## src/rtl/ara_pkg.sv

```systemverilog
// Shared lane types plus the FU write-back request format and arbiter constants.
package ara_pkg;

    localparam int unsigned NrVInsn = 8;
    localparam int unsigned ELEN    = 64;

    typedef logic [$clog2(NrVInsn)-1:0] vid_t;
    typedef logic [ELEN-1:0]            elen_t;
    typedef logic [ELEN/8-1:0]          strb_t;

    localparam int unsigned NrWbReq     = 2;
    localparam int unsigned WbAddrWidth = 32;

    typedef logic [WbAddrWidth-1:0] wb_addr_t;

    typedef struct packed {
        vid_t     id;
        wb_addr_t addr;
        elen_t    wdata;
        strb_t    be;
    } wb_req_t;

    typedef enum logic {
        SLICE_EMPTY,
        SLICE_FULL
    } slice_state_e;

endpackage

```

## src/rtl/vfu_result_wb_arbiter_rr_pick.sv

```systemverilog
// Combinational round-robin pick: first requester at or after rr_ptr_i, wrapping.
module vfu_wb_rr_pick
    import ara_pkg::*;
#(
    parameter int unsigned NrReq = NrWbReq,
    parameter int unsigned IdxW  = (NrReq > 1) ? $clog2(NrReq) : 1
) (
    input  logic [NrReq-1:0] req_i,
    input  logic [IdxW-1:0]  rr_ptr_i,
    output logic [NrReq-1:0] gnt_o,
    output logic [IdxW-1:0]  idx_o,
    output logic             valid_o
);

    logic [IdxW-1:0] cand;

    always_comb begin
        gnt_o   = '0;
        idx_o   = '0;
        valid_o = 1'b0;
        cand    = '0;
        for (int unsigned off = 0; off < NrReq; off++) begin
            cand = IdxW'((32'(rr_ptr_i) + off) % NrReq);
            if (!valid_o && req_i[cand]) begin
                valid_o     = 1'b1;
                idx_o       = cand;
                gnt_o[cand] = 1'b1;
            end
        end
    end

endmodule

```

## src/rtl/vfu_result_wb_arbiter.sv

```systemverilog
// Round-robin write-back arbiter: NrReq FUs into a one-entry slice feeding one VRF port.
// Optional macro WB_ARB_STATS_EN builds per-FU saturating lost-arbitration counters.
module vfu_result_wb_arbiter
    import ara_pkg::*;
#(
    parameter int unsigned NrReq   = NrWbReq,
    parameter type         vaddr_t = logic
) (
    input  logic              clk_i,
    input  logic              rst_i,
    input  logic [NrReq-1:0]  req_i,
    input  vid_t              req_id_i    [NrReq],
    input  vaddr_t            req_addr_i  [NrReq],
    input  elen_t             req_wdata_i [NrReq],
    input  strb_t             req_be_i    [NrReq],
    output logic [NrReq-1:0]  gnt_o,
    output logic              vrf_req_o,
    output vid_t              vrf_id_o,
    output vaddr_t            vrf_addr_o,
    output elen_t             vrf_wdata_o,
    output strb_t             vrf_be_o,
    input  logic              vrf_gnt_i,
    output logic [31:0]       conflict_cnt_o [NrReq]
);

    localparam int unsigned IdxW = (NrReq > 1) ? $clog2(NrReq) : 1;

    // Same layout as wb_req_t, but the address keeps the lane's own width.
    typedef struct packed {
        vid_t   id;
        vaddr_t addr;
        elen_t  wdata;
        strb_t  be;
    } slot_t;

    slice_state_e    state_q, state_d;
    slot_t           slot_q, slot_d;
    logic [IdxW-1:0] rr_ptr_q, rr_ptr_d;

    logic [NrReq-1:0] pick_gnt;
    logic [IdxW-1:0]  pick_idx;
    logic             pick_valid;
    logic             can_accept;
    logic             capture;

    vfu_wb_rr_pick #(
        .NrReq (NrReq),
        .IdxW  (IdxW)
    ) i_rr_pick (
        .req_i    (req_i),
        .rr_ptr_i (rr_ptr_q),
        .gnt_o    (pick_gnt),
        .idx_o    (pick_idx),
        .valid_o  (pick_valid)
    );

    always_comb begin
        can_accept = (state_q == SLICE_EMPTY) || vrf_gnt_i;
        capture    = can_accept && pick_valid && !rst_i;
        gnt_o      = capture ? pick_gnt : '0;

        state_d  = state_q;
        slot_d   = slot_q;
        rr_ptr_d = rr_ptr_q;

        if (capture) begin
            state_d      = SLICE_FULL;
            slot_d.id    = req_id_i[pick_idx];
            slot_d.addr  = req_addr_i[pick_idx];
            slot_d.wdata = req_wdata_i[pick_idx];
            slot_d.be    = req_be_i[pick_idx];
            rr_ptr_d     = (pick_idx == IdxW'(NrReq - 1)) ? '0 : IdxW'(pick_idx + 1'b1);
        end else if (state_q == SLICE_FULL && vrf_gnt_i) begin
            state_d = SLICE_EMPTY;
        end
    end

    always_ff @(posedge clk_i) begin
        if (rst_i) begin
            state_q  <= SLICE_EMPTY;
            slot_q   <= '0;
            rr_ptr_q <= '0;
        end else begin
            state_q  <= state_d;
            slot_q   <= slot_d;
            rr_ptr_q <= rr_ptr_d;
        end
    end

    always_comb begin
        vrf_req_o   = (state_q == SLICE_FULL);
        vrf_id_o    = vrf_req_o ? slot_q.id    : '0;
        vrf_addr_o  = vrf_req_o ? slot_q.addr  : '0;
        vrf_wdata_o = vrf_req_o ? slot_q.wdata : '0;
        vrf_be_o    = vrf_req_o ? slot_q.be    : '0;
    end

`ifdef WB_ARB_STATS_EN
    logic [31:0] cnt_q [NrReq];
    logic [31:0] cnt_d [NrReq];

    always_comb begin
        for (int unsigned i = 0; i < NrReq; i++) begin
            cnt_d[i] = cnt_q[i];
            if (req_i[i] && !gnt_o[i] && cnt_q[i] != '1) begin
                cnt_d[i] = cnt_q[i] + 32'd1;
            end
        end
    end

    always_ff @(posedge clk_i) begin
        for (int unsigned i = 0; i < NrReq; i++) begin
            if (rst_i) begin
                cnt_q[i] <= '0;
            end else begin
                cnt_q[i] <= cnt_d[i];
            end
        end
    end

    always_comb begin
        for (int unsigned i = 0; i < NrReq; i++) begin
            conflict_cnt_o[i] = cnt_q[i];
        end
    end
`else
    always_comb begin
        for (int unsigned i = 0; i < NrReq; i++) begin
            conflict_cnt_o[i] = '0;
        end
    end
`endif

    // An FU must keep req and payload steady until it is granted.
    for (genvar g = 0; g < NrReq; g++) begin : g_fu_proto
        fu_hold_a: assert property (@(posedge clk_i) disable iff (rst_i)
            (req_i[g] && !gnt_o[g]) |=> (req_i[g]
                && $stable(req_id_i[g]) && $stable(req_addr_i[g])
                && $stable(req_wdata_i[g]) && $stable(req_be_i[g])));
    end

endmodule

```

## config.mk

```make
export PLATFORM = sky130hd
export DESIGN_NAME = vfu_result_wb_arbiter
export DESIGN_NICKNAME = d
export VERILOG_FILES = /design/src/rtl/ara_pkg.sv /design/src/rtl/vfu_result_wb_arbiter_rr_pick.sv /design/src/rtl/vfu_result_wb_arbiter.sv
export SDC_FILE = /design/constraint.sdc
export NUM_CORES = 1
export LEC_CHECK = 0
export ABC_CLOCK_PERIOD_IN_PS = 1700
export BUFFER_PORTS_ARGS = -buffer_cell sky130_fd_sc_hd__buf_4
export CORE_AREA = 2 2 117 119
export DETAILED_ROUTE_END_ITERATION = 8
export DIE_AREA = 0 0 119 121
export PLACE_DENSITY_LB_ADDON = 0.08
export SYNTH_ARGS = -nofsm -noshare
export SYNTH_HDL_FRONTEND = slang
export SYNTH_HIERARCHICAL = 1
export SYNTH_SLANG_ARGS = --single-unit
```

## constraint.sdc

```tcl
create_clock -name clk_i -period 1.7 [get_ports clk_i]
set_clock_uncertainty 0.2 [all_clocks]
set_input_delay 0.255 -clock clk_i [delete_from_list [all_inputs] [get_ports clk_i]]
set_output_delay 0.255 -clock clk_i [all_outputs]
set_load 0.02 [all_outputs]
```

==> results summary, run 1 <==
The total overflow left after global routing is 0. The library cell used most frequently in the layout, excluding fill and tap cells, is sky130_fd_sc_hd__buf_4. The critical path is of the flop to primary output type.

The total net switching power is ~1.6 mW. STA classifies the critical path endpoint as a primary output. The first routing iteration left 180 violations.

Clock latency on the worst-skew pair, taken at its later pin, is between 0.3 and 0.4 ns. The global-route usage over all layers came out at 0.178. For the worst setup path, the data required time is roughly 1.2 ns. Summing all multi-input logic gate instances after layout gives 2720 µm². The internal power component came out at 3.76 mW. The number of top-level design ports is 300. The portion of total power attributed to sequential cells is 0.383. The count of placed standard cells including taps came out at 886. The top cell types in the final layout, fill and taps aside, are sky130_fd_sc_hd__buf_4, sky130_fd_sc_hd__a21oi_1, sky130_fd_sc_hd__dfxtp_1, sky130_fd_sc_hd__mux2i_1, sky130_fd_sc_hd__and2_1. The clock passes through at most 2 buffers.

The count of nets after finishing came out at just under 900. The number of buffers inserted by hold repair at cts is 0. Counting the buffers created by CTS gives 9. STA classifies the critical path startpoint as a flop.

The hold slack came out at between 0.07 and 0.08 ns. The root buffer cell chosen for the clock tree is sky130_fd_sc_hd__clkbuf_16. In this run the power density over the cells is approximately 780 nW/µm².

Setup repair after global routing could not meet its margin everywhere. The minimum period implied by the final worst setup slack came out at 1.70 ns. The worst reg2reg path depth is 6. The height of the die is 121 µm. The congestion estimate from routability-driven global placement came to approximately 0.74. TritonCTS built the clock tree. The total area inside the core boundary comes to about 13000 µm². The layout has 1209 filler cells. The final design utilization is 0.525. The number of global-route vias before repair came to around 4100. Compared with the post-synthesis result, the final layout area differs by 45.1%. The sequential cell area is between 1500 and 2000 µm². Setup violations remaining at the end of the flow were counted as 0.

The count of final max-slew check failures came out at 0. Dividing the final minimum period by the clock period gives 0.998. The antenna diode count came out at 0. In the routed layout, each cell is associated on average with a via count of between 4 and 5. The highest net fanout along the worst path is 2.

The cell area after synthesis came out at between 4000 and 5000 µm². The share of power burned in the clock network is 0.335. The detailed-routing iteration count for the pre-antenna-repair pass came out at 4. The first global-routing pass estimated just over 20000 µm of wire. The number of levels the H-tree was split into is 3.

The average size of a mapped cell came out at a little over 9 µm². The worst hold path cell count came out at 3. After detailed routing, the average wire length per cell comes to 15.1 µm.

The arrival time of the worst setup path came out at between 1 and 1.5 ns. The highest clock frequency the design can meet came out at roughly 0.59 GHz. The max-capacitance violation count came out at 0. The aggregate routed wire length is about 14000 µm. The min-delay analysis places its worst path in the category primary input to flop. The count of buffers added on input and output ports is 235.

Summed over all nets, the half-perimeter wirelength after detailed placement is roughly 9500 µm. The remaining antenna violation count is 0. The count of final hold-check violations was 0. The portion of the post-synthesis area used by sequential elements is 0.330. The effective utilization at floorplan came out at 0.362. The pin count of the biggest net entering global routing is ~80. The combinational share of power came out at 0.282. The detailed-route DRC error count came out at 0. The number of standard cells in the final layout excluding fillers is 904. In this run, synthesis produced a sequential element count of between 70 and 80. The flow ran to the end, and the final reports show no timing, DRC or antenna violations. The number of rows created at floorplan came out at 42.

The die footprint is between 10000 and 15000 µm². Clock tree synthesis found a total of roughly 80 sinks. The number of antenna violations at the first check in global routing is 0. The number of cells produced by synthesis is just over 500.

The share of cells above drive strength 1 is 0.433. The clock-pin slew of the registers on the worst-case setup and hold paths came out at 0.06 ns. The switching portion of total power came out at 0.299. Across the VDD grid, the largest voltage drop is between 0.3 and 0.4 mV. The number of distinct library cell variants in the gate-level netlist after synthesis came out at 18.

The chip width came out at between 100 and 150 µm. Detailed routing inserted a total of around 4200 vias. The cell leakage power is ~3.1 nW. The count of yosys warnings during synthesis came out at 6.
==> logic make-up after synthesis <==
| logic type | after synthesis | share of synthesized area |
|---|---|---|
| buffers and inverters | 119 | 0.160 |
| other | 1 | 0.000792 |
| flip-flops | 78 | 0.330 |
| AND/OR/NAND/NOR | 82 | 0.108 |
| AO/OA/AOI/OAI | 158 | 0.241 |
| multiplexers | 76 | 0.161 |
==> synthesized netlist by cell type (all sizes together) <==
cell | n | share of area
mux2i | 76 | 0.16
a211oi | 77 | 0.15
conb | 1 | 0.00079
nor2b | 1 | 0.0013
and3 | 2 | 0.0026
inv | 2 | 0.0016
clkbuf | 27 | 0.021
a21boi | 3 | 0.0048
or2 | 1 | 0.0013
dfxtp | 78 | 0.33
a21oi | 78 | 0.082
buf | 90 | 0.14
and2 | 77 | 0.10
nand2b | 1 | 0.0013
==> flip-flops by register name (all words and copies together) (netlist names) <==
register and cells:
slot_q 76, rr_ptr_q 1, vrf_req_o 1
==> path summary, 6_finish.rpt <==
path	from	end	slack, ns
worst max-delay path	rr_ptr_q$_SDFFE_PP0P_	gnt_o[0]	0.004
worst min-delay path	req_wdata_i[126]	slot_q[70]$_SDFFE_PP0P_	0.07
worst max register to register	rr_ptr_q$_SDFFE_PP0P_	slot_q[19]$_SDFFE_PP0P_	0.06
worst min register to register	slot_q[18]$_SDFFE_PP0P_	slot_q[18]$_SDFFE_PP0P_	0.32
==> layer usage <==
layer	global-route usage	vias to the layer above	share of wire
li1	-	2108	-
met1	0.208	1916	0.41
met2	0.311	188	0.49
met3	0.0446	18	0.069
met4	0.0714	0	0.023
met5	0	-	0
==> power by group through the flow <==
stage | clock, mW | sequential (mW) | combinational [mW]
5_1_grt | 1.92 | 2.07 | 1.64
4_1_cts | 1.84 | 2.05 | 1.49
2_1_floorplan | 0 | 2.07 | 1.01
6_report | 1.80 | 2.06 | 1.52
3_3_place_gp | 0 | 2.09 | 1.45
3_5_place_dp | 0 | 2.09 | 1.48
==> through the flow <==
step	setup TNS, ns	setup slack [ns]	instance area, µm²	power (mW)
after CTS	-0.0523	-0.0118	6760	5.38
final	0	0.00360	6880	5.37
after global routing	-0.333	-0.0361	6880	5.63
after detailed placement	0	0.00193	6460	3.57
after global placement	0	0.0362	6460	3.54
after floorplan	-0.0712	-0.0356	4980	3.08
==> worst max-delay path, cell delays in order, from the launching register on <==
cell and delay (ns):
sky130_fd_sc_hd__dfxtp_1 0.31, sky130_fd_sc_hd__buf_4 0.13, sky130_fd_sc_hd__a21boi_2 0.12, sky130_fd_sc_hd__and3_1 0.22, sky130_fd_sc_hd__buf_6 0.13
==> cell type report <==
cell class,count,area share
clock buffer,11,0.0368
clock inverter,4,0.00328
inverter,2,0.00109
multi-input combinational,380,0.395
sequential,78,0.228
tap,176,0.0320
timing repair buffer,253,0.304
==> repair_timing <==
item | in CTS | in global routing
pin swaps | 1 | 2
cloned | 0 | 2
resized for setup | 8 | 15
buffers inserted | 0 | 1
hold endpoints to repair | 0 | 0
setup endpoints to repair | 38 | 87
No activity file was read; power rests on OpenSTA's default activity.
==> run 2, diff against run 1 <==
--- a/config.mk
+++ b/config.mk
@@ -7,9 +7,9 @@
 export LEC_CHECK = 0
 export ABC_CLOCK_PERIOD_IN_PS = 1700
 export BUFFER_PORTS_ARGS = -buffer_cell sky130_fd_sc_hd__buf_4
-export CORE_AREA = 2 2 117 119
+export CORE_MARGIN = 1
+export CORE_UTILIZATION = 35
 export DETAILED_ROUTE_END_ITERATION = 8
-export DIE_AREA = 0 0 119 121
 export PLACE_DENSITY_LB_ADDON = 0.08
 export SYNTH_ARGS = -nofsm -noshare
 export SYNTH_HDL_FRONTEND = slang
==> results summary, run 2 (synthesis gave the netlist of run 1 again) <==
The kind of start point of the critical path is a flop. The sum of overflow across all layers after global routing is 0 (unchanged). The post-detailed-placement cell area is 6480 µm² (+0.35%). The clock latency of the later-clocked register in the worst-skew pair was 0.33 ns (about the same). The effective utilization at floorplan is 0.358 (-0.00431). The setup path with the least slack is of type flop to primary output. The clock sink count was 78 (unchanged). The areal power density over the cells came out at 731 nW/µm² (-6.4%). The sum of net half-perimeters after detailed placement is 9610 µm (+1.6%). The number of global-route vias before repair was 4155 (+1.1%).

The highest clock frequency the design can meet is 0.578 GHz (-2.0%). The post-route fraction of the period consumed by the critical path is 1.02 (+0.0202). In this run the worst hold path is classified as primary input to flop. The end of the worst hold path is slot_q[50]$_SDFFE_PP0P_. The number of fill cells in the layout is 1167 (-3.5%).

The top cell types in the final layout, fill and taps aside, are sky130_fd_sc_hd__buf_4, sky130_fd_sc_hd__a21oi_1, sky130_fd_sc_hd__dfxtp_1, sky130_fd_sc_hd__buf_6, sky130_fd_sc_hd__conb_1. The overall via count from detail_route came out at 4472 (+5.7%). The most numerous cell type found on the critical path is sky130_fd_sc_hd__buf_4. The number of levels the H-tree was split into came out at 3 (unchanged). The total design power is 5.71 mW (+6.3%).

Traced cell by cell, the critical path runs through buf_4, clkbuf_16, and2_1, buf_4. The pin count of the biggest net entering global routing came to 79 (unchanged). Counting flops per register, the top entry is slot_q. The highest net fanout along the worst path was 5 (+3). The worst stage delay on the critical path is 0.36 ns (+0.05 ns). The largest buffer count on any clock path came out at 2 (unchanged). The detailed-route DRC error count came out at 0 (unchanged).

The number of antenna violations at the first check in global routing is 0 (unchanged). The number of buffers inserted by hold repair at cts came out at 0 (unchanged). The count of input and output buffers was 235 (unchanged). The cell leakage power came out at 3.45 nW (+11%). The final design area excluding fillers is 7810 µm² (+14%). The number of flip-flops under the largest register name came out at 76 (unchanged).

The max-capacitance violation count is 0 (unchanged). The count of final max-slew check failures is 0 (unchanged). The placeable core region is 13200 µm² (+1.2%). In this run the critical register-to-register path is captured at slot_q[30]$_SDFFE_PP0P_. The share of cells above drive strength 1 is 0.549 (+0.117). Setup repair after global routing could not meet its margin everywhere. The source of the worst hold timing path is req_wdata_i[106]. The worst hold path cell count is 3 (unchanged). The worst setup path is captured at a primary output. The global-route usage over all layers came out at 0.190 (+0.0125). The final RePlAce weighted congestion is 0.787 (+6.8%).

The number of vias per cell came out at 4.83 (+3.2%). The switching portion of total power was 0.297 (-0.00248). The number of buffers created by CTS came out at 9 (unchanged). The remaining antenna violation count is 0 (unchanged). The die footprint came to 14000 µm² (-2.7%). The chip width came out at 118 µm (-0.56%). The maximum vdd ir drop came out at 0.383 mV (+2.9%). The wire length per cell was 16.6 µm (+9.7%). The arrival time of the worst setup path is 1.28 ns (+0.04 ns).

The combinational share of power is 0.326 (+0.044). The total net switching power is 1.70 mW (+5.5%). The minimum period implied by the final worst setup slack came out at 1.73 ns (+0.0343 ns). The worst endpoint required time came to 1.24 ns (about the same). The internal power component is 4.01 mW (+6.7%). The most frequent standard cell in the layout excluding fill and tap cells is sky130_fd_sc_hd__buf_4. The final worst setup slack is -0.0307 ns (-0.0343 ns).

The worst reg-to-reg setup slack came out at 0.05 ns (about the same). Clock tree synthesis selected as its root buffer the cell sky130_fd_sc_hd__clkbuf_16. The clock tree from TritonCTS is yes. Relative to the synthesized area, the layout overhead comes to 64.9%. The setup total negative slack came out at -0.316 ns (-0.316 ns). The detailed-routing iteration count for the pre-antenna-repair pass is 4 (unchanged).

The aggregate routed wire length is 15400 µm (+12%). The number of top-level design ports is 300 (unchanged). The DRC violation total after the first TritonRoute iteration came out at 147 (-18%). The count of nets after finishing came to 903 (+2.5%). The number of rows created at floorplan is 42 (unchanged). The antenna diode count is 0 (unchanged).

The count of final hold-check violations is 0 (unchanged). The total buffers and inverters traversed by the critical path was 3 (+1). The startpoint identified for the worst register-to-register timing path is rr_ptr_q$_SDFFE_PP0P_. Among cell families on the critical path, the largest total delay comes from buffers and inverters.

The portion of total power attributed to sequential cells came out at 0.362 (-0.021). The largest individual stage delay along the critical path comes from the cell sky130_fd_sc_hd__dfxtp_4. The worst reg2reg path depth is 6 (unchanged). The run finished, with violations left.

The clock-pin slew of the registers on the worst-case setup and hold paths is 0.06 ns (about the same). The global-route wire length before repair is 21200 µm (+3.5%). The height of the die came out at 118 µm (-2.2%). The share of power burned in the clock network is 0.312 (-0.023). The final number of setup-violating endpoints came to 31 (+31). The final reports fail on setup timing.
==> run 2: power by group through the flow <==
stage | Combinational (mW) | Sequential (mW) | Clock, mW
6_report | 1.86 | 2.07 | 1.78
5_1_grt | 1.97 | 2.08 | 1.90
4_1_cts | 1.54 | 2.06 | 1.82
3_5_place_dp | 1.49 | 2.09 | 0
3_3_place_gp | 1.47 | 2.09 | 0
2_1_floorplan | 1.01 | 2.07 | 0
==> run 2: cell type report <==
cell class	count	area [µm²]	area share
Clock inverter	1	5.00	0.000641
Multi-Input combinational cell	380	3040	0.389
Clock buffer	14	264	0.0338
Tap cell	176	220	0.0282
Sequential cell	78	1570	0.201
Timing Repair Buffer	275	2710	0.347
Inverter	2	7.51	0.000961
==> run 2: what timing repair did <==
item                                    in CTS  in global routing
cloned                                       2                 12
resized for setup                           24                168
pin swaps                                    0                  8
endpoints found under the setup margin      65                126
buffers inserted                             0                  7
==> run 2: how the worst max path moves through the flow <==
stage	startpoint	to	slack, ns	depth (start not counted)
after global placement	req_i[0]	slot_q[14]$_SDFFE_PP0P_	0.04	5
final	vrf_req_o$_SDFFE_PP0P_	vrf_wdata_o[37]	-0.03	4
after CTS	vrf_req_o$_SDFFE_PP0P_	vrf_wdata_o[20]	-0.05	3
after global routing	vrf_req_o$_SDFFE_PP0P_	vrf_wdata_o[39]	-0.06	4
after floorplan	req_i[1]	gnt_o[0]	-0.04	6
after detailed placement	req_i[0]	slot_q[20]$_SDFFE_PP0P_	-0.006	5
==> run 2: worst reg2reg max path: stages (launching register included) <==
cell,delay [ns]
sky130_fd_sc_hd__dfxtp_2,0.34
sky130_fd_sc_hd__inv_2,0.05
sky130_fd_sc_hd__a21boi_4,0.22
sky130_fd_sc_hd__buf_6,0.16
sky130_fd_sc_hd__clkbuf_16,0.18
sky130_fd_sc_hd__mux2i_1,0.27
sky130_fd_sc_hd__a211oi_2,0.10
==> run 2: through the flow <==
stage / instances / worst slack (ns) / utilization / hold slack, ns
after floorplan: 577 / -0.0356 / - / 0.290
after global placement: 890 / 0.0406 / 0.489 / 0.302
after detailed placement: 890 / -0.00621 / 0.489 / 0.307
after CTS: 907 / -0.0530 / 0.520 / 0.0650
after global routing: 926 / -0.0636 / 0.590 / 0.0768
final: 926 / -0.0307 / 0.590 / 0.0717
==> run 2: metal layers <==
layer  vias to the layer above  global-route usage  routed length [µm]  share of wire
met5                         -                   0                   0              0
li1                       2162                   -                   -              -
met4                         0              0.0681                 198          0.013
met1                      2105               0.227                6270           0.41
met2                       190               0.328                7820           0.51
met3                        15              0.0492                1100          0.071
==> run 3, diff against run 2 <==
--- a/config.mk
+++ b/config.mk
@@ -5,12 +5,14 @@
 export SDC_FILE = /design/constraint.sdc
 export NUM_CORES = 1
 export LEC_CHECK = 0
+export ABC_AREA = 1
 export ABC_CLOCK_PERIOD_IN_PS = 1700
 export BUFFER_PORTS_ARGS = -buffer_cell sky130_fd_sc_hd__buf_4
 export CORE_MARGIN = 1
 export CORE_UTILIZATION = 35
 export DETAILED_ROUTE_END_ITERATION = 8
 export PLACE_DENSITY_LB_ADDON = 0.08
+export SKIP_CTS_REPAIR_TIMING = 1
 export SYNTH_ARGS = -nofsm -noshare
 export SYNTH_HDL_FRONTEND = slang
 export SYNTH_HIERARCHICAL = 1
==> results summary, run 3 <==
The count of final max-slew check failures is 0 (unchanged). The count of placed standard cells including taps was 1369 (+54%). The commonest cells after synthesis are sky130_fd_sc_hd__nand2_1, sky130_fd_sc_hd__inv_1, sky130_fd_sc_hd__nor2_1.

The most flop-heavy register is slot_q. sky130_fd_sc_hd__dfxtp_1 takes more of the synthesized area than any other cell. The cell leakage power came out at 5.51 nW (+59%). The aggregate routed wire length is 15600 µm (+1.2%). The pin count of the biggest net entering global routing came to 72 (-8.9%). The count of nets after finishing was 1373 (+52%). The worst endpoint required time is 1.24 ns (about the same). CTS placed an instance of sky130_fd_sc_hd__clkbuf_16 at the clock tree root. The number of rows created at floorplan is 45 (+7.1%). The wire length per cell was 11.1 µm (-33%). The post-synthesis sequential element count was 78 (unchanged).

The layout-stage area growth over the synthesis result is 62.5%. The chip width is 126 µm (+6.7%). The flow ran to the end, but the final reports show violations. The setup total negative slack was -2.98 ns (-2.67 ns).

The antenna diode count is 0 (unchanged). The number of flip-flops under the largest register name is 76 (unchanged). In the post-synthesis netlist, the biggest area contributors are sky130_fd_sc_hd__dfxtp_1, sky130_fd_sc_hd__nand2_1, sky130_fd_sc_hd__inv_1, sky130_fd_sc_hd__nor2_1, sky130_fd_sc_hd__buf_4. The arrival time of the worst setup path is 1.47 ns (+0.19 ns). Setup repair after global routing could not meet its margin everywhere.

The remaining antenna violation count is 0 (unchanged). The count of input and output buffers was 235 (unchanged). The maximum vdd ir drop is 0.436 mV (+14%). The detailed-route DRC error count is 0 (unchanged). The DRC violation total after the first TritonRoute iteration came out at 189 (+29%). The portion of the post-synthesis area used by sequential elements is 0.289 (-0.0408). The total buffers and inverters traversed by the critical path came out at 4 (+1). The number of antenna violations at the first check in global routing was 0 (unchanged). The effective utilization at floorplan came out at 0.357 (-0.000750). The clock-pin slew of the registers on the worst-case setup and hold paths is 0.06 ns (about the same). The sum of net half-perimeters after detailed placement is 9460 µm (-1.6%). The global-route usage over all layers is 0.163 (-0.0278). The share of cells above drive strength 1 was 0.378 (-0.171). The max-capacitance violation count came out at 0 (unchanged).

The number of enable flip-flop cells after synthesis is 0 (unchanged). On the critical path the largest part of the delay comes from simple AND/OR/NAND/NOR gates. The clock sink count came out at 78 (unchanged).

The highest clock frequency the design can meet is 0.520 GHz (-10%). The post-route fraction of the period consumed by the critical path was 1.13 (+0.114). The worst-case setup slack after placement came to -0.0318 ns (-0.0256 ns). The final reports fail on setup timing. The clock latency of the later-clocked register in the worst-skew pair is 0.34 ns (about the same). The sum of overflow across all layers after global routing is 0 (unchanged). The detailed-routing iteration count for the pre-antenna-repair pass was 4 (unchanged). The largest buffer count on any clock path came out at 2 (unchanged).

The hold slack was 0.0378 ns (-0.0340 ns). The library cell used most frequently in the layout, excluding fill and tap cells, is sky130_fd_sc_hd__nand2_1. The critical path is of the flop to primary output type. The proportion of netlist area held by the largest area contributor came out at 0.289 (-0.0408). The final worst setup slack came out at -0.224 ns (-0.193 ns).

The share of flip-flops with an asynchronous set or reset is 0 (unchanged). The path class of the tightest hold or removal check is primary input to flop. The number of vias per cell is 4.08 (-16%). In the post-synthesis netlist, the cell with the most instances is sky130_fd_sc_hd__nand2_1. The total design power came out at 6.67 mW (+17%). The global-route wire length before repair came to 20900 µm (-1.8%). The highest net fanout along the worst path came out at 5 (unchanged). The clock tree from TritonCTS is yes. The count of final hold-check violations is 0 (unchanged).

The height of the die came out at 126 µm (+6.7%). The overall via count from detail_route came out at 5744 (+28%). The worst setup path is launched from a flop. The number of standard cells in the final layout excluding fillers came out at 1408 (+52%). The signal on the critical path passes through nand2_2, inv_2, nor2_1, nand2_1, inv_2, nor2_4, nand2_4, buf_12, nor2_4, buf_6. The cell area after synthesis came out at 5410 µm² (+14%). The number of levels the H-tree was split into came out at 3 (unchanged). The worst stage delay on the critical path is 0.37 ns (about the same). The final number of setup-violating endpoints came out at 95 (+210%). The number of top-level design ports is 300 (unchanged). The count of yosys warnings during synthesis came to 6 (unchanged).

The number of cells produced by synthesis is 982 (+91%). The final RePlAce weighted congestion is 0.714 (-9.2%). The minimum period implied by the final worst setup slack is 1.92 ns (+0.193 ns). The average size of a mapped cell came out at 5.51 µm² (-40%). The most used flip-flop cell after synthesis is sky130_fd_sc_hd__dfxtp_1. The slowest cell on the critical path is sky130_fd_sc_hd__dfxtp_4.

The placeable core region came out at 15100 µm² (+14%). The die footprint came to 15900 µm² (+14%). The number of fill cells in the layout came out at 1573 (+35%). The number of global-route vias before repair is 4574 (+10%). The areal power density over the cells was 759 nW/µm² (+3.8%). The worst setup path is captured at a primary output. The number of distinct library cell variants in the gate-level netlist after synthesis came out at 16 (-2). The number of buffers created by CTS came out at 9 (unchanged). In the layout the commonest cells are sky130_fd_sc_hd__nand2_1, sky130_fd_sc_hd__buf_4, sky130_fd_sc_hd__inv_1, sky130_fd_sc_hd__nor2_1, sky130_fd_sc_hd__buf_6.
==> run 3: cell types whose count changed after synthesis, moves of 76 or more <==
cell | before | now
sky130_fd_sc_hd__a21oi_1 | 78 | 2
sky130_fd_sc_hd__mux2i_1 | 76 | 0
sky130_fd_sc_hd__inv_1 | 2 | 236
sky130_fd_sc_hd__nand2_1 | 0 | 310
sky130_fd_sc_hd__and2_1 | 77 | 0
sky130_fd_sc_hd__nor2_1 | 0 | 159
sky130_fd_sc_hd__o21ai_0 | 0 | 76
==> run 3: worst reg2reg max path, stage by stage, from the launching register on <==
cell and delay (ns):
sky130_fd_sc_hd__dfxtp_4 0.36, sky130_fd_sc_hd__nand2_2 0.06, sky130_fd_sc_hd__inv_2 0.03, sky130_fd_sc_hd__nor2_1 0.10, sky130_fd_sc_hd__nand2_1 0.07, sky130_fd_sc_hd__inv_2 0.07
sky130_fd_sc_hd__nor2_4 0.04, sky130_fd_sc_hd__nand2_4 0.06, sky130_fd_sc_hd__buf_4 0.25, sky130_fd_sc_hd__clkbuf_16 0.26, sky130_fd_sc_hd__nand2_1 0.07, sky130_fd_sc_hd__nand2_1 0.06
sky130_fd_sc_hd__nor2_1 0.04
==> run 3: report_power, final <==
group / switching (mW) / total [mW] / internal, mW
combinational: 1.24 / 2.33 / 1.09
sequential: 0.187 / 2.22 / 2.03
clock: 0.765 / 2.12 / 1.35
==> run 3: final cells by class <==
| cell class | count | area (µm²) | share of cell area |
|---|---|---|---|
| multi-input cells | 616 | 2970 | 0.339 |
| repair buffers | 274 | 2790 | 0.318 |
| flip-flops and latches | 78 | 1570 | 0.179 |
| inverters | 237 | 890 | 0.101 |
| clock buffers | 11 | 253 | 0.0288 |
| well taps | 188 | 235 | 0.0268 |
| clock inverters | 4 | 70.1 | 0.00798 |
==> run 3: layer usage <==
layer / track usage / share of wire
met1: 0.185 / 0.41
met2: 0.284 / 0.51
met3: 0.0650 / 0.069
met4: 0.0361 / 0.0072
met5: 0 / 0
==> run 3: kinds of logic after synthesis <==
logic type,after synthesis,synth area share
DFF,78,0.289
buffers and inverters,351,0.306
other,1,0.000694
AOI/OAI and AO/OA,78,0.0722
and+or+nand+nor,474,0.332
==> run 3: per-stage QoR <==
stage,instance area (µm²),utilization
floorplan,5670,-
global placement,7140,0.472
finish,8780,0.580
global route,8780,0.580
CTS,7470,0.493
detailed placement,7140,0.472
==> run 3: final timing paths <==
| check | start | to | slack, ns | cells after the start |
|---|---|---|---|---|
| setup reg to reg | rr_ptr_q$_SDFFE_PP0P_ | slot_q[33]$_SDFFE_PP0P_ | -0.07 | 12 |
| hold / removal | req_wdata_i[45] | slot_q[53]$_SDFFE_PP0P_ | 0.04 | 5 |
| setup / recovery | rr_ptr_q$_SDFFE_PP0P_ | gnt_o[1] | -0.22 | 10 |
| hold reg to reg | slot_q[13]$_SDFFE_PP0P_ | slot_q[13]$_SDFFE_PP0P_ | 0.31 | 4 |
